**src/rtl/letter_display_queue_if.sv**
```systemverilog
// letter_display_queue_if: processor write, show request and display status bundle
interface letter_display_queue_if;
  logic wr_en;
  logic [4:0] wr_data;
  logic mostrarLetra;
  logic [6:0] segments;
  logic full;
  logic empty;
  logic busy;
  logic overflow;
  modport master(output wr_en, wr_data, mostrarLetra, input segments, full, empty, busy, overflow);
  modport slave(input wr_en, wr_data, mostrarLetra, output segments, full, empty, busy, overflow);
endinterface

```
**src/rtl/letter_display_queue.sv**
```systemverilog
// letter_display_queue: FIFO of character codes shown one per show request on a 7-segment display
module letter_display_queue #(
  parameter int DEPTH = 8,
  parameter int HOLD_CYCLES = 50000000
) (
  input logic clk,
  input logic reset,
  letter_display_queue_if.slave bus
);
  localparam int AW = $clog2(DEPTH);
  localparam int CW = $clog2(HOLD_CYCLES + 1);
  typedef enum logic {IDLE, HOLD} state_t;
  state_t state;
  logic [4:0] mem [DEPTH];
  logic [AW-1:0] rd_ptr, wr_ptr;
  logic [AW:0] count;
  logic [CW-1:0] cnt;
  logic s1, s2, p;
  logic rise, wr, pop;
  logic [6:0] seg_q;
  logic busy_q, ovf_q;
  function automatic logic [6:0] decode(input logic [4:0] c);
    case (c)
      5'h00: decode = 7'b1000000;
      5'h01: decode = 7'b1111001;
      5'h02: decode = 7'b0100100;
      5'h03: decode = 7'b0110000;
      5'h04: decode = 7'b0011001;
      5'h05: decode = 7'b0010010;
      5'h06: decode = 7'b0000010;
      5'h07: decode = 7'b1111000;
      5'h08: decode = 7'b0000000;
      5'h09: decode = 7'b0010000;
      5'h0A: decode = 7'b0001000;
      5'h0B: decode = 7'b0000011;
      5'h0C: decode = 7'b1000110;
      5'h0D: decode = 7'b0100001;
      5'h0E: decode = 7'b0000110;
      5'h0F: decode = 7'b0001110;
      default: decode = 7'b1111111;
    endcase
  endfunction
  assign bus.full = count == (AW+1)'(DEPTH);
  assign bus.empty = count == '0;
  assign bus.segments = seg_q;
  assign bus.busy = busy_q;
  assign bus.overflow = ovf_q;
  assign rise = s2 & ~p;
  assign wr = bus.wr_en & ~bus.full;
  assign pop = (state == IDLE) & rise & ~bus.empty;
  always_ff @(posedge clk) if (wr) mem[wr_ptr] <= bus.wr_data;
  // full/empty are pre-edge, so a write racing a pop on a full FIFO is still dropped
  always_ff @(posedge clk or posedge reset) begin
    if (reset) begin
      s1 <= 1'b0;
      s2 <= 1'b0;
      p <= 1'b0;
      wr_ptr <= '0;
      rd_ptr <= '0;
      count <= '0;
      ovf_q <= 1'b0;
      state <= IDLE;
      cnt <= '0;
      seg_q <= 7'b1111111;
      busy_q <= 1'b0;
    end else begin
      s1 <= bus.mostrarLetra;
      s2 <= s1;
      p <= s2;
      if (wr) wr_ptr <= wr_ptr + 1'b1;
      if (pop) rd_ptr <= rd_ptr + 1'b1;
      count <= count + (AW+1)'(wr) - (AW+1)'(pop);
      if (bus.wr_en && bus.full) ovf_q <= 1'b1;
      if (state == IDLE) begin
        if (pop) begin
          seg_q <= decode(mem[rd_ptr]);
          cnt <= CW'(HOLD_CYCLES - 1);
          state <= HOLD;
          busy_q <= 1'b1;
        end
      end else if (cnt == '0) begin
        seg_q <= 7'b1111111;
        state <= IDLE;
        busy_q <= 1'b0;
      end else begin
        cnt <= cnt - 1'b1;
      end
    end
  end
endmodule

```
**src/flat_wrapper.sv**
```systemverilog
// flat-port wrapper written by rule: the top's interface ports become plain ports
module letter_display_queue_flat 
#(
  parameter int DEPTH = 8,
  parameter int HOLD_CYCLES = 50000000
)
  (clk, reset, bus_wr_en, bus_wr_data, bus_mostrarLetra, bus_segments, bus_full, bus_empty, bus_busy, bus_overflow);
  letter_display_queue_if bus_i ();
  input logic clk;
  input logic reset;
  input wire logic [$bits(bus_i.wr_en)-1:0] bus_wr_en;
  input wire logic [$bits(bus_i.wr_data)-1:0] bus_wr_data;
  input wire logic [$bits(bus_i.mostrarLetra)-1:0] bus_mostrarLetra;
  output wire logic [$bits(bus_i.segments)-1:0] bus_segments;
  output wire logic [$bits(bus_i.full)-1:0] bus_full;
  output wire logic [$bits(bus_i.empty)-1:0] bus_empty;
  output wire logic [$bits(bus_i.busy)-1:0] bus_busy;
  output wire logic [$bits(bus_i.overflow)-1:0] bus_overflow;
  assign bus_i.wr_en = bus_wr_en;
  assign bus_i.wr_data = bus_wr_data;
  assign bus_i.mostrarLetra = bus_mostrarLetra;
  assign bus_segments = bus_i.segments;
  assign bus_full = bus_i.full;
  assign bus_empty = bus_i.empty;
  assign bus_busy = bus_i.busy;
  assign bus_overflow = bus_i.overflow;
  letter_display_queue #(.DEPTH(DEPTH), .HOLD_CYCLES(HOLD_CYCLES)) u_core (.clk(clk), .reset(reset), .bus(bus_i));
endmodule
```
**config.mk**
```make
export PLATFORM = sky130hd
export DESIGN_NAME = letter_display_queue_flat
export DESIGN_NICKNAME = d
export VERILOG_FILES = /design/src/rtl/letter_display_queue_if.sv /design/src/rtl/letter_display_queue.sv /design/src/flat_wrapper.sv
export SDC_FILE = /design/constraint.sdc
export NUM_CORES = 1
export LEC_CHECK = 0
export ABC_AREA = 1
export CAP_MARGIN = 10
export CORE_MARGIN = 3
export CORE_UTILIZATION = 50
export DETAILED_ROUTE_END_ITERATION = 8
export PLACE_DENSITY = 0.68
export SETUP_SLACK_MARGIN = 0.1
export SYNTH_ARGS = -nofsm -noshare
export SYNTH_HDL_FRONTEND = slang
export SYNTH_SLANG_ARGS = --single-unit
```
**constraint.sdc**
```tcl
create_clock -name clk -period 4.6 [get_ports clk]
set_input_delay 0.69 -clock clk [delete_from_list [all_inputs] [get_ports clk]]
set_output_delay 0.69 -clock clk [all_outputs]
set_load 0.1 [all_outputs]
```
After elaboration in Yosys (flattened, before gate mapping)
Memories as Yosys holds them, arrays and structs flattened.
Cells that the tools add are included.
{"block": "word_totals", "reg_bits": 49, "latchBits": 0, "ram_bits": 40, "romBits": 112, "inputBits": 9, "output_inout_bits": 11, "word_cells": 50, "memories": 2}
{"block": "classes", "add_sub_neg": 5, "multipliers": 0, "n_div": 0, "n_lt_le_gt_ge": 0, "eq_ne": 3, "n_shift": 0, "n_mux": 15, "bitwise_logic": 8, "n_reduce_logical": 6}
{"name": "(name not given)", "words": 16, "width": 7, "read_ports": 1, "rd_ports_with_merged_regs": 0, "wr": 0, "line": "letter_display_queue.sv:23", "source": "case (c)"}
{"name": "u_core.mem", "words": 8, "width": 5, "read_ports": 1, "rd_ports_with_merged_regs": 0, "wr": 1, "line": "letter_display_queue.sv:14", "source": "logic [4:0] mem [DEPTH];"}
{"cell": "two-way mux 26 bit", "count": 3}
{"cell": "two-way mux 7 bit", "count": 4}
{"cell": "zero test 26 bit", "count": 1}
{"cell": "subtractor 26 x 1 -> 26 bit (second input constant)", "count": 1}
{"cell": "two-way mux 1 bit", "count": 8}
{"cell": "adder 3 x 1 -> 3 bit (second input constant)", "count": 2}
{"cell": "adder 4 x 1 -> 4 bit", "count": 1}
{"cell": "AND 1 bit", "count": 4}
{"cell": "equality test 4 bit (second input constant)", "count": 1}
{"cell": "zero test 4 bit", "count": 1}
{"cell": "!= test 2 bit (second input constant)", "count": 2}
{"cell": "inverter 1 bit", "count": 4}
{"cell": "AND reduction 2 bit", "count": 2}
{"cell": "subtractor 4 x 1 -> 4 bit", "count": 1}
{"cell": "nonzero test 2 bit", "count": 1}
{"cell": "logical AND 1 bit", "count": 1}

Depth between registers and ports, before layout
{"block": "depth", "ltp_word": 6, "mapped_depth": 16, "depth_no_buf": 15}

Least setup slack after synthesis
OpenSTA, ideal clock, no wires.
{"block": "synth_path", "path_kind": "reg-to-reg", "start": "register u_core.count[2]", "end": "register u_core.count[2]", "setup_ns": 0.123, "t_arrival_ns": 1.965, "required_ns": 4.477, "setup_slack_ns": 2.512, "path_stages_with_launch": 12, "n_path_buf": 0, "period_less_slack_ns": 2.088, "path_cell_list": "dfrtp_1 -> inv_1 -> ha_1 -> nand3_1 -> nand4_4 -> inv_2 -> ha_1 -> inv_1 -> ha_1 -> inv_1 -> fa_1 -> xnor2_1"}
{"block": "synth_between", "word_cells_on_any_way": 8, "cone_classes": "add/sub: 2; eq/ne: 1; bitwise: 4; reduce/logical: 1"}
{"item": "start: declaration", "line": "letter_display_queue.sv:16", "source": "logic [AW:0] count;"}
{"item": "start signal: assignment", "line": "letter_display_queue.sv:72", "source": "count <= count + (AW+1)'(wr) - (AW+1)'(pop);"}
{"item": "zero test 4 bit", "line": "letter_display_queue.sv:44", "source": "assign bus.empty = count == '0;"}
{"item": "inverter 1 bit", "line": "letter_display_queue.sv:50", "source": "assign pop = (state == IDLE) & rise & ~bus.empty;"}
{"item": "AND 1 bit", "line": "letter_display_queue.sv:50"}
{"item": "via u_core.pop", "line": "letter_display_queue.sv:19", "source": "logic rise, wr, pop;"}
{"item": "subtractor 4 x 1 -> 4 bit", "line": "letter_display_queue.sv:72"}
The timed path passes the listed nets, and every way through them passes these cells.
A chain may end at the register's enable or synchronous reset.

Worst setup path after layout
{"block": "layout_path", "start": "register u_core.count[2]", "end": "output bus_empty"}
{"block": "layout_between", "elab_chain_cells": 1}
{"item": "zero test 4 bit", "line": "letter_display_queue.sv:44"}
{"item": "end: declaration", "line": "flat_wrapper.sv:16", "source": "output wire logic [$bits(bus_i.empty)-1:0] bus_empty;"}
Every way passes these cells.

==> flow_metrics.tcl <==
set metrics [dict create \
    cts_buffers 9 \
    finalCritPeriodShare 0.666 \
    num_vias 3577 \
    endpoint_kind "output pin" \
    wirelength_mm 9.45 \
    timing_worst_slew_pin_value_ns 1.01 \
    remaining_drc_errors 0 \
    worst_setup_path_start_kind "flop" \
    hold_buffers 0 \
    maxCapViolations 0 \
    drtAntennaViolNets 0 \
    slew_headroom 0.326 \
    num-nets-final 600 \
    die_y_um 104 \
    setup_violations 0 \
    overflow 0 \
    synth_area_leaders "edfxtp_1 25%, dfrtp_1 22%, nand2_1 13%, nand3_1 5.8%, inv_1 5.3%" \
    num_antenna_cells 0 \
    dieArea_um2 10800 \
    yosysWarnings 0 \
    final_core_util 0.566 \
    clk_pin_slew_worst_paths_ns 0.10 \
    hold_viol_final 0 \
    required_ns 3.91 \
    postSynthCellCount 557 \
    worstPathMaxFanout 3 \
    vias_per_cell 5.04 \
    min_path_cells 0 \
    syn_nets 581 \
    clock.fmax_mhz 326 \
    rsz0062_at_grt "false" \
    r2r_slack_ns 1.89 \
    initial_core_util 0.515 \
    area_delta_synth_final_pct 9.89 \
    period_needed_ns 3.06 \
    finalPower_mw 3.43 \
    place.gp.congestion 0.906 \
    port_buffers 19 \
    core_region_area_um2 9280 \
    status "finished clean" \
    synth-main-ff-cell "dfrtp_1" \
    row_count 35 \
    wl_per_cell_um 13.3 \
    power_density_nw_per_um2 653 \
    synth_area_um2 4780 \
    final_layout_size_suffix_gt1_frac 0.0998 \
    clock_latency_ns 0.36 \
    p_leak_nw 2.39 \
    fin_skew_ns 0.0149 \
    ios 20 \
    initialDrtViolationCount 297 \
    ys_seq_area_frac 0.509 \
    synth_top_area_cell "edfxtp_1" \
    avgSynthCellArea_um2 8.59 \
    grt_max_degree 50 \
    tritoncts "done" \
    cts_buffer_depth 2 \
    fin_setup_tns_ns 0 \
    worstRegToRegCells 12 \
    synth_top_area_share 0.251 \
    grtUsageTotal 0.185 \
    ys_ff_latch 89 \
    cts-root-buf "clkbuf_8" \
    fp.dieW_um 104 \
    cts.sinks 89 \
    cp.arrival_ns 2.37 \
    cts_resized 0 \
    hp-class "reg2reg" \
    peakVddDrop_v 0.000447 \
    antenna_found_initial 0 \
    cts_setup_buffers 0 \
    grt_pass1_vias 3419 \
    fillers 860 \
    critPathKind "reg2out" \
    synth_edf_count 40 \
    grt_first_pass_wirelength_mm 16.4 \
    async_reset_ff_frac 0.551 \
    slew_violations 0 \
    dr.pass1.iters 7 \
    synthDistinctLibCells 36 \
    htree_levels 3 \
    hpwl_mm 6.85 \
    netlist_top_cells_count "164 x nand2_1, 68 x inv_1, 66 x nor2_1" \
    yosysMostFrequentCell "nand2_1" \
]
final cells by class:
type / instances / area (um2) / area share
Sequential cell: 89 / 2440 / 0.464
Clock inverter: 7 / 83.8 / 0.0160
Clock buffer: 9 / 124 / 0.0236
Inverter: 71 / 269 / 0.0512
Tap cell: 129 / 161 / 0.0307
Multi-Input combinational cell: 386 / 1990 / 0.379
Timing Repair Buffer: 19 / 190 / 0.0362
worst max-delay path, cell delays in order, from the launching register on:
cell and delay (ns):
dfrtp_1 0.37, inv_1 0.11, ha_1 0.16, nand3_1 0.16, inv_1 0.09, clkdlybuf4s50_1 1.13
where the power goes:
| part | switching, mW | total (mW) | internal [mW] |
|---|---|---|---|
| clock network | 0.325 | 0.546 | 0.221 |
| logic | 1.11 | 1.61 | 0.501 |
| registers | 0.196 | 1.27 | 1.07 |
state kept, by name, indices dropped and copies added (netlist names):
name                 count
u_core.bus.overflow      1
u_core.p                 1
u_core.s2                1
u_core.rd_ptr            3
u_core.count             4
u_core.s1                1
u_core.bus.busy          1
u_core.mem              40
u_core.state             1
u_core.cnt              26
u_core.wr_ptr            3
u_core.bus.segments      7
stage by stage:
stage | std cells | hold slack (ns) | cell area (um2) | setup slack, ns
floorplan | 557 | 0.331 | 4780 | 2.51
global placement | 694 | 0.332 | 5050 | 1.95
detailed placement | 694 | 0.337 | 5050 | 1.91
CTS | 710 | 0.361 | 5260 | 1.50
global route | 710 | 0.372 | 5260 | 1.43
finish | 710 | 0.358 | 5260 | 1.54
cell families after synthesis:
kind of cell | synth area share
buffers and inverters | 0.0743
XOR/XNOR | 0.0366
AND/OR/NAND/NOR | 0.287
flip-flops | 0.509
AO/OA/AOI/OAI | 0.0521
adder cells (fa/ha/maj) | 0.0408
worst paths after layout:
kind	startpoint	end
hold reg to reg	u_core.s1	u_core.s2
setup / recovery	u_core.count[2]	bus_empty
max in group asynchronous	reset	u_core.cnt[10]
min in group asynchronous	reset	u_core.cnt[22]
setup reg to reg	u_core.rd_ptr[0]	u_core.bus.segments[1]
hold / removal	u_core.s1	u_core.s2
cell usage in the layout, fill, tap and decap left out, types with 2 or more instances in the layout:
cell and n:
inv_8 3, a21oi_1 7, or2_2 6, a21o_1 2, nand3b_1 2, xnor2_1 6, o21ai_0 14, nand3_1 55
inv_2 2, nand3_2 2, dfrtp_1 42, clkdlybuf4s50_1 19, nor2_1 66, dfstp_2 7, nand2_1 164, clkinv_8 2
inv_6 2, clkbuf_8 9, o21ai_2 8, nor2_2 4, o21ai_1 7, ha_1 14, xor2_1 14, edfxtp_1 40
nor2_4 3, inv_1 67, nand2_2 4
routing by layer:
layer | up-vias | wire length [um] | track usage
met5 | - | 0 | 0
met4 | 0 | 103 | 0.0484
met3 | 10 | 358 | 0.0249
met2 | 69 | 4250 | 0.285
met1 | 1695 | 4740 | 0.278
li1 | 1803 | - | -
Note: power is estimated with default switching activity, not from simulation.
